<file path="config.mk">
export PLATFORM = sky130hd
export DESIGN_NAME = cellrv32_dmem_arbiter
export DESIGN_NICKNAME = d
export VERILOG_FILES = /design/src/rtl/cellrv32_dmem_arbiter.sv
export SDC_FILE = /design/constraint.sdc
export NUM_CORES = 1
export LEC_CHECK = 0
export CAP_MARGIN = 20
export CORE_ASPECT_RATIO = 0.6
export CORE_MARGIN = 10
export CORE_UTILIZATION = 40
export CTS_CLUSTER_SIZE = 28
export DETAILED_ROUTE_END_ITERATION = 10
export PLACE_DENSITY = 0.83
export SYNTH_ARGS = -nofsm -noshare
export SYNTH_HDL_FRONTEND = slang
export SYNTH_SLANG_ARGS = --single-unit
</file>
<file path="constraint.sdc">
create_clock -name clk_i -period 10.87 [get_ports clk_i]
set_input_delay 2.174 -clock clk_i [delete_from_list [all_inputs] [get_ports clk_i]]
set_output_delay 2.174 -clock clk_i [all_outputs]
set_load 0.005 [all_outputs]
</file>
<file path="src/rtl/cellrv32_dmem_arbiter.sv">
// Two-port arbiter in front of the single-port data memory (A = CPU data bus, B = DMA).
// One request per cycle goes to DMEM; the loser is parked for one cycle and its response is routed back.
module cellrv32_dmem_arbiter #(
    parameter int PRIO_RR = 1
) (
    input  logic        clk_i,
    input  logic        rst_i,
    // port A
    input  logic        a_rden_i,
    input  logic        a_wren_i,
    input  logic [3:0]  a_ben_i,
    input  logic [31:0] a_addr_i,
    input  logic [31:0] a_data_i,
    input  logic [3:0]  a_ticket_i,
    output logic [31:0] a_data_o,
    output logic [3:0]  a_ticket_o,
    output logic        a_ack_o,
    output logic        a_err_o,
    // port B
    input  logic        b_rden_i,
    input  logic        b_wren_i,
    input  logic [3:0]  b_ben_i,
    input  logic [31:0] b_addr_i,
    input  logic [31:0] b_data_i,
    input  logic [3:0]  b_ticket_i,
    output logic [31:0] b_data_o,
    output logic [3:0]  b_ticket_o,
    output logic        b_ack_o,
    output logic        b_err_o,
    // DMEM side
    output logic        m_rden_o,
    output logic        m_wren_o,
    output logic [3:0]  m_ben_o,
    output logic [31:0] m_addr_o,
    output logic [31:0] m_data_o,
    output logic [3:0]  m_ticket_o,
    input  logic [31:0] m_data_i,
    input  logic [3:0]  m_ticket_i,
    input  logic        m_ack_i,
    input  logic        m_err_i
);

    typedef enum logic {
        PORT_A = 1'b0,
        PORT_B = 1'b1
    } port_t;

    typedef struct packed {
        logic        rden;
        logic        wren;
        logic [3:0]  ben;
        logic [31:0] addr;
        logic [31:0] data;
        logic [3:0]  ticket;
    } req_t;

    req_t  pin_a, pin_b;
    req_t  src_a, src_b;
    req_t  gnt_req;
    req_t  pend_a_q, pend_b_q;
    logic  pend_a_vld_q, pend_b_vld_q;

    logic  fresh_a, fresh_b;
    logic  rq_a, rq_b;
    logic  gnt_vld;
    port_t gnt_port;

    port_t last_q;
    port_t owner_q;
    logic  own_vld_q;

    logic  pend_a_issue, pend_b_issue;
    logic  viol_now_a, viol_now_b;
    logic  viol_arm_a_q, viol_arm_b_q;
    logic  viol_rsp_a_q, viol_rsp_b_q;
    logic  viol_err_a_q, viol_err_b_q;

    assign pin_a = {a_rden_i, a_wren_i, a_ben_i, a_addr_i, a_data_i, a_ticket_i};
    assign pin_b = {b_rden_i, b_wren_i, b_ben_i, b_addr_i, b_data_i, b_ticket_i};

    assign fresh_a = a_rden_i | a_wren_i;
    assign fresh_b = b_rden_i | b_wren_i;
    assign rq_a    = fresh_a | pend_a_vld_q;
    assign rq_b    = fresh_b | pend_b_vld_q;

    // A parked request always shadows whatever is on that port's pins.
    assign src_a = pend_a_vld_q ? pend_a_q : pin_a;
    assign src_b = pend_b_vld_q ? pend_b_q : pin_b;

    // A parked loser beats a fresh request, which bounds the wait to one cycle.
    always_comb begin
        gnt_vld  = 1'b0;
        gnt_port = PORT_A;
        if (rq_a && rq_b) begin
            gnt_vld = 1'b1;
            if (pend_a_vld_q && !pend_b_vld_q) begin
                gnt_port = PORT_A;
            end else if (pend_b_vld_q && !pend_a_vld_q) begin
                gnt_port = PORT_B;
            end else if (PRIO_RR != 0) begin
                gnt_port = (last_q == PORT_A) ? PORT_B : PORT_A;
            end else begin
                gnt_port = PORT_A;
            end
        end else if (rq_a) begin
            gnt_vld  = 1'b1;
            gnt_port = PORT_A;
        end else if (rq_b) begin
            gnt_vld  = 1'b1;
            gnt_port = PORT_B;
        end
    end

    assign gnt_req = (gnt_port == PORT_A) ? src_a : src_b;

    always_comb begin
        m_rden_o   = 1'b0;
        m_wren_o   = 1'b0;
        m_ben_o    = 4'h0;
        m_addr_o   = 32'h0;
        m_data_o   = 32'h0;
        m_ticket_o = 4'h0;
        if (gnt_vld) begin
            m_rden_o   = gnt_req.rden;
            m_wren_o   = gnt_req.wren;
            m_ben_o    = gnt_req.ben;
            m_addr_o   = gnt_req.addr;
            m_data_o   = gnt_req.data;
            m_ticket_o = gnt_req.ticket;
        end
    end

    assign pend_a_issue = gnt_vld & (gnt_port == PORT_A) & pend_a_vld_q;
    assign pend_b_issue = gnt_vld & (gnt_port == PORT_B) & pend_b_vld_q;
    assign viol_now_a   = fresh_a & pend_a_vld_q;
    assign viol_now_b   = fresh_b & pend_b_vld_q;

    // A violation is remembered until the parked request issues, then surfaces as err
    // two cycles later, i.e. right after the parked request's own response.
    always_ff @(posedge clk_i) begin
        if (rst_i) begin
            pend_a_vld_q <= 1'b0;
            pend_b_vld_q <= 1'b0;
            own_vld_q    <= 1'b0;
            owner_q      <= PORT_A;
            last_q       <= PORT_B;
            viol_arm_a_q <= 1'b0;
            viol_arm_b_q <= 1'b0;
            viol_rsp_a_q <= 1'b0;
            viol_rsp_b_q <= 1'b0;
            viol_err_a_q <= 1'b0;
            viol_err_b_q <= 1'b0;
        end else begin
            if (gnt_vld && (gnt_port == PORT_A)) begin
                pend_a_vld_q <= 1'b0;
            end else if (fresh_a && !pend_a_vld_q) begin
                pend_a_vld_q <= 1'b1;
                pend_a_q     <= pin_a;
            end

            if (gnt_vld && (gnt_port == PORT_B)) begin
                pend_b_vld_q <= 1'b0;
            end else if (fresh_b && !pend_b_vld_q) begin
                pend_b_vld_q <= 1'b1;
                pend_b_q     <= pin_b;
            end

            own_vld_q <= gnt_vld;
            owner_q   <= gnt_port;
            if (gnt_vld) begin
                last_q <= gnt_port;
            end

            viol_arm_a_q <= (viol_arm_a_q | viol_now_a) & ~pend_a_issue;
            viol_arm_b_q <= (viol_arm_b_q | viol_now_b) & ~pend_b_issue;
            viol_rsp_a_q <= pend_a_issue & (viol_arm_a_q | viol_now_a);
            viol_rsp_b_q <= pend_b_issue & (viol_arm_b_q | viol_now_b);
            viol_err_a_q <= viol_rsp_a_q;
            viol_err_b_q <= viol_rsp_b_q;
        end
    end

    always_comb begin
        a_data_o   = 32'h0;
        a_ticket_o = 4'h0;
        a_ack_o    = 1'b0;
        a_err_o    = viol_err_a_q;
        b_data_o   = 32'h0;
        b_ticket_o = 4'h0;
        b_ack_o    = 1'b0;
        b_err_o    = viol_err_b_q;
        if (own_vld_q) begin
            if (owner_q == PORT_A) begin
                a_data_o   = m_data_i;
                a_ticket_o = m_ticket_i;
                a_ack_o    = m_ack_i;
                a_err_o    = m_err_i | viol_err_a_q;
            end else begin
                b_data_o   = m_data_i;
                b_ticket_o = m_ticket_i;
                b_ack_o    = m_ack_i;
                b_err_o    = m_err_i | viol_err_b_q;
            end
        end
    end

endmodule
</file>
Word-level counts from Yosys, hierarchy flattened

Cells that the tools add are included.

Input port bits: 188
Register bits: 159
Output and inout bits: 150
Word-level logic and storage cells: 93

Bitwise logic cells: 24
Multiplexer cells: 33
Reductions and logical operators: 13

Operators by type and width:

| cell                | number |
|---|---|
| two-way mux 74 bit  | 3 |
| two-way mux 32 bit  | 6 |
| two-way mux 4 bit   | 6 |
| two-way mux 1 bit   | 18 |
| AND 1 bit           | 10 |
| OR 1 bit            | 8 |
| logical AND 1 bit   | 7 |
| inverter 1 bit      | 6 |
| AND reduction 3 bit | 2 |
| OR reduction 2 bit  | 2 |
| zero test 1 bit     | 2 |

Depth between registers and ports, before layout

Depth in word-level cells: 10
Mapped depth: 7
Depth with buffers taken out: 4

Worst setup path after synthesis

No wires, ideal clock.

Kind: input -> register
From: in a_rden_i
To: reg pend_b_q[0] (netlist name) (enable)
Stages on the path: 6
Buffers on the path: 3
Path slack: 0.400 ns
Data required time: 10.181 ns
Data arrival time: 9.782 ns
Path through: or2_1 -> buf_6 -> a22oi_4 -> buf_4 -> buf_4 -> nor4_1

Word-level cells in the longest chain between the ends: 7

RTL lines:

| element                                                       | line    | text |
|---|---|---|
| start: declaration                                            | 9       | `input logic a_rden_i,` |
| OR 1 bit (*)                                                  | 81      | `assign fresh_a = a_rden_i \| a_wren_i;` |
| OR 1 bit (*)                                                  | 83      | `assign rq_a = fresh_a \| pend_a_vld_q;` |
| two-way mux 1 bit / logical AND 1 bit (equally long branches) | 105, 94 |  |
| two-way mux 1 bit                                             | 94      | `if (rq_a && rq_b) begin` |
| logical AND 1 bit (*)                                         | 161     | `if (gnt_vld && (gnt_port == PORT_B)) begin` |
| inverter 1 bit (no source line) (*)                           | -       |  |
| AND reduction 3 bit (no source line) (*)                      | -       |  |
| end signal: assignment                                        | 165     | `pend_b_q <= pin_b;` |
| end: declaration                                              | 60      | `req_t pend_a_q, pend_b_q;` |

Mark *: on every way between the ends. The rest lies on a longest branch, timed or not.
A chain may end at the register's enable or synchronous reset.

Worst setup path in the final report

From: in a_wren_i
To: out m_data_o[5]

Word-level cells in the longest chain between the ends: 6

RTL lines:

| element                                                       | line    | text |
|---|---|---|
| start: declaration                                            | 10      | `input logic a_wren_i,` |
| OR 1 bit (*)                                                  | 81      |  |
| OR 1 bit (*)                                                  | 83      |  |
| two-way mux 1 bit / logical AND 1 bit (equally long branches) | 105, 94 |  |
| two-way mux 1 bit                                             | 94      |  |
| two-way mux 74 bit                                            | 114     | `assign gnt_req = (gnt_port == PORT_A) ? src_a : src_b;` |
| two-way mux 32 bit (*)                                        | 123     | `if (gnt_vld) begin` |
| end: declaration                                              | 35      | `output logic [31:0] m_data_o,` |

Marks and branches as above.

==> flow_metrics.py <==
metrics = {
    "logic_synthesis": {
        "syn_nets": 817,
        "synth_seq_cells": 159,
        "synthCells": 629,
        "yosysSeqAreaShare_pct": 54.2,
        "syn_avg_cell_area_sq_um": 13.7,
        "yosysWarnings": 0,
        "synth_cell_types": 38,
        "synth_area_sq_mm": 0.00861,
    },
    "routing": {
        "drc": 0,
        "drtPass1Iterations": 5,
        "wl_mm": 28.3,
        "routed-via-count": 6628,
        "wl_per_cell_um": 23.1,
        "final_antenna_net_count": 0,
        "viasPerCell": 5.40,
        "drt_iter0_drc": 436,
    },
    "timing": {
        "setup_viol": 0,
        "drv_slew": 0,
        "rsz0062_at_grt": "false",
        "fmax_mhz": 123,
        "post-route-period-util_pct": 75.0,
        "layout_min_cycle_time_ps": 8160,
        "hold_violations": 0,
        "worst_pin_slew_ps": 1080,
        "skew_ps": 10.7,
        "post-route-worst-setup-slack_ps": 2710,
        "slew_headroom_pct": 28.0,
        "fin_tns_setup_ps": 0,
    },
    "cts": {
        "cts_resized": 0,
        "cts_buffer_depth": 2,
        "htreeDepth": 4,
        "post_cts.repair.setup_buffers": 0,
        "path_clk_slew_ps": 60,
        "cts_hold_repair.buffers": 0,
        "cts.sinks": 159,
        "insertion_delay_ps": 430,
        "cts_buffers": 17,
        "cts_tree": "built",
        "cts_root_buffer": "clkbuf_16",
    },
    "die": {
        "initial_core_util_pct": 40.9,
        "core_area_sq_mm": 0.0211,
        "io-pin-count": 338,
        "fp-row-count": 41,
        "die_h_um": 134,
        "dieArea_sq_mm": 0.0280,
        "die_x_um": 209,
    },
    "critical_path": {
        "worstSetupEndpoint": "m_data_o[5]",
        "worst-r2r-cell-count": 7,
        "critPathArrivalTime_ps": 5980,
        "critPathRequiredTime_ps": 8700,
        "r2r-end": "pend_a_q[59]",
        "crit_path_max_fanout": 80,
        "critPathCaptureType": "output pin",
        "start_kind": "input pin",
        "worstSetupStartpoint": "a_wren_i",
        "timing.rr.start": "pend_b_vld_q",
        "r2r_setup_slack_ps": 6350,
        "path_class": "input pin to output pin",
    },
    "power": {
        "ir_drop_v": 0.000105,
        "power_leakage_nw": 4.37,
        "powerDensity_mw_per_mm2": 152,
    },
    "global_routing": {
        "antenna_found_initial": 9,
        "first_global_vias": 6709,
        "grt_pass1_wl_mm": 42.8,
        "gr-usage-all-layers_pct": 19.5,
        "grt_max_degree": 81,
        "grt_overflow": 0,
    },
    "status": {
        "status": "complete, no violations",
    },
    "final_layout": {
        "n_fill_cell": 1670,
        "drive_gt1_share_pct": 20.7,
        "area_delta_synth_final_pct": 46.5,
        "final_net_count": 1119,
    },
    "min_path": {
        "hold_path_class": "flip-flop to flip-flop",
    },
    "placed_design": {
        "gp_congestion": 0.851,
        "dp_slack_ps": 2730,
        "dp_hpwl_mm": 20.2,
        "port_buffers": 337,
    },
    "run": {
        "max_cap_viol_count": 0,
    },
}
==> cell usage after synthesis (all sizes together) <==
master   count  share of area [%]
nor4         1              0.073
a211o        1               0.10
nand2b       1              0.073
a21oi        5               0.29
a22oi        1               0.25
and2        38                2.8
a31o         1               0.10
or2          2               0.15
buf         36                3.6
nor3         3               0.23
nor3b        2               0.23
inv          2              0.087
dfxtp       11                2.6
and3        37                2.7
a2bb2oi      2               0.20
a21o         1              0.087
a211oi       1              0.087
edfxtp     148                 52
mux2        72                9.4
mux2i       74                8.6
nand3       72                4.2
o31ai       72                 10
nand2        2              0.087
nor2b        4               0.32
o21ai        3               0.17
nand3b       1               0.13
clkbuf      28                1.2
nor2         8               0.35
==> sequential cells by signal (all words and copies together), names as in the netlist <==
name and flops:
last_q 1, own_vld_q 1, owner_q 1, pend_a_q 74, pend_a_vld_q 1, pend_b_q 74, pend_b_vld_q 1, viol_arm_a_q 1
viol_arm_b_q 1, viol_err_a_q 1, viol_err_b_q 1, viol_rsp_a_q 1, viol_rsp_b_q 1
==> critical path: stages <==
cell and delay [ps]:
clkdlybuf4s50_1 460, or2_1 350, a22oi_4 190, buf_4 710
and2_4 470, buf_4 800, o31ai_2 160, clkdlybuf4s50_1 530
==> worst min path at each step <==
stage	cells after the start	end	start	slack (ps)
finish	1	viol_err_b_q	viol_rsp_b_q	490
floorplan	1	viol_err_a_q	viol_rsp_a_q	410
global route	1	viol_err_b_q	viol_rsp_b_q	520
CTS	2	viol_rsp_a_q	viol_arm_a_q	510
detailed placement	1	viol_err_b_q	viol_rsp_b_q	490
global placement	2	viol_rsp_b_q	viol_arm_b_q	490
==> power by group <==
group	internal [mW]	total [mW]	switching, mW
registers	0.723	0.750	0.0265
logic	0.331	0.595	0.264
clock network	0.320	0.570	0.250
==> kinds of logic (layout without fill, tap and decap cells) <==
family          after synthesis  after routing  share of synthesized area [%]
compound gates               87             87                           11.6
buf+inv                      66            381                           4.90
flops                       159            159                           54.2
mux                         146            146                           18.0
other cells                   0              4                              0
simple gates                171            171                           11.3
==> cell usage in the layout (no fill, tap or decap), types with 2 or more instances in the layout <==
cell type	count
clkdlybuf4s50_1	337
o31ai_2	70
clkinv_2	5
dfxtp_4	2
o31ai_1	2
a2bb2oi_1	2
clkinvlp_4	2
nor2b_2	2
nor3_1	2
and3_1	37
a21oi_1	5
clkbuf_16	17
mux2_2	72
edfxtp_1	148
clkbuf_1	4
o21ai_1	3
nand3_1	72
nor2_1	8
buf_4	7
diode_2	4
nor2b_1	2
and2_1	37
dfxtp_1	9
mux2i_1	74
inv_2	2
==> layer usage <==
metal  wire [um]  global-route usage, %
met2       13100                   29.8
met5          59                      0
met1       12100                   24.3
met4         236                   4.42
met3        2920                   9.45
==> cell type report <==
| cell class | count | area [sq um] | area share [%] |
|---|---|---|---|
| diodes | 4 | 10.0 | 0.0793 |
| clock buffers | 22 | 454 | 3.60 |
| clock inverters | 10 | 87.6 | 0.694 |
| inverters | 2 | 7.51 | 0.0595 |
| multi-input cells | 404 | 3550 | 28.1 |
| flip-flops and latches | 159 | 4670 | 37.0 |
| well taps | 279 | 349 | 2.77 |
| repair buffers | 347 | 3490 | 27.6 |
==> metrics by stage <==
stage | cell area, sq um | instances | power [mW] | hold WS, ps | utilization [%]
2_1_floorplan | 8610 | 629 | 1.07 | 414 | -
3_3_place_gp | 12000 | 1189 | 1.35 | 485 | 57.0
3_5_place_dp | 12000 | 1189 | 1.36 | 488 | 57.0
4_1_cts | 12600 | 1221 | 1.94 | 506 | 59.6
5_1_grt | 12600 | 1227 | 2.00 | 523 | 59.9
6_report | 12600 | 1227 | 1.91 | 493 | 59.9
No activity file was read; power rests on OpenSTA's default activity.
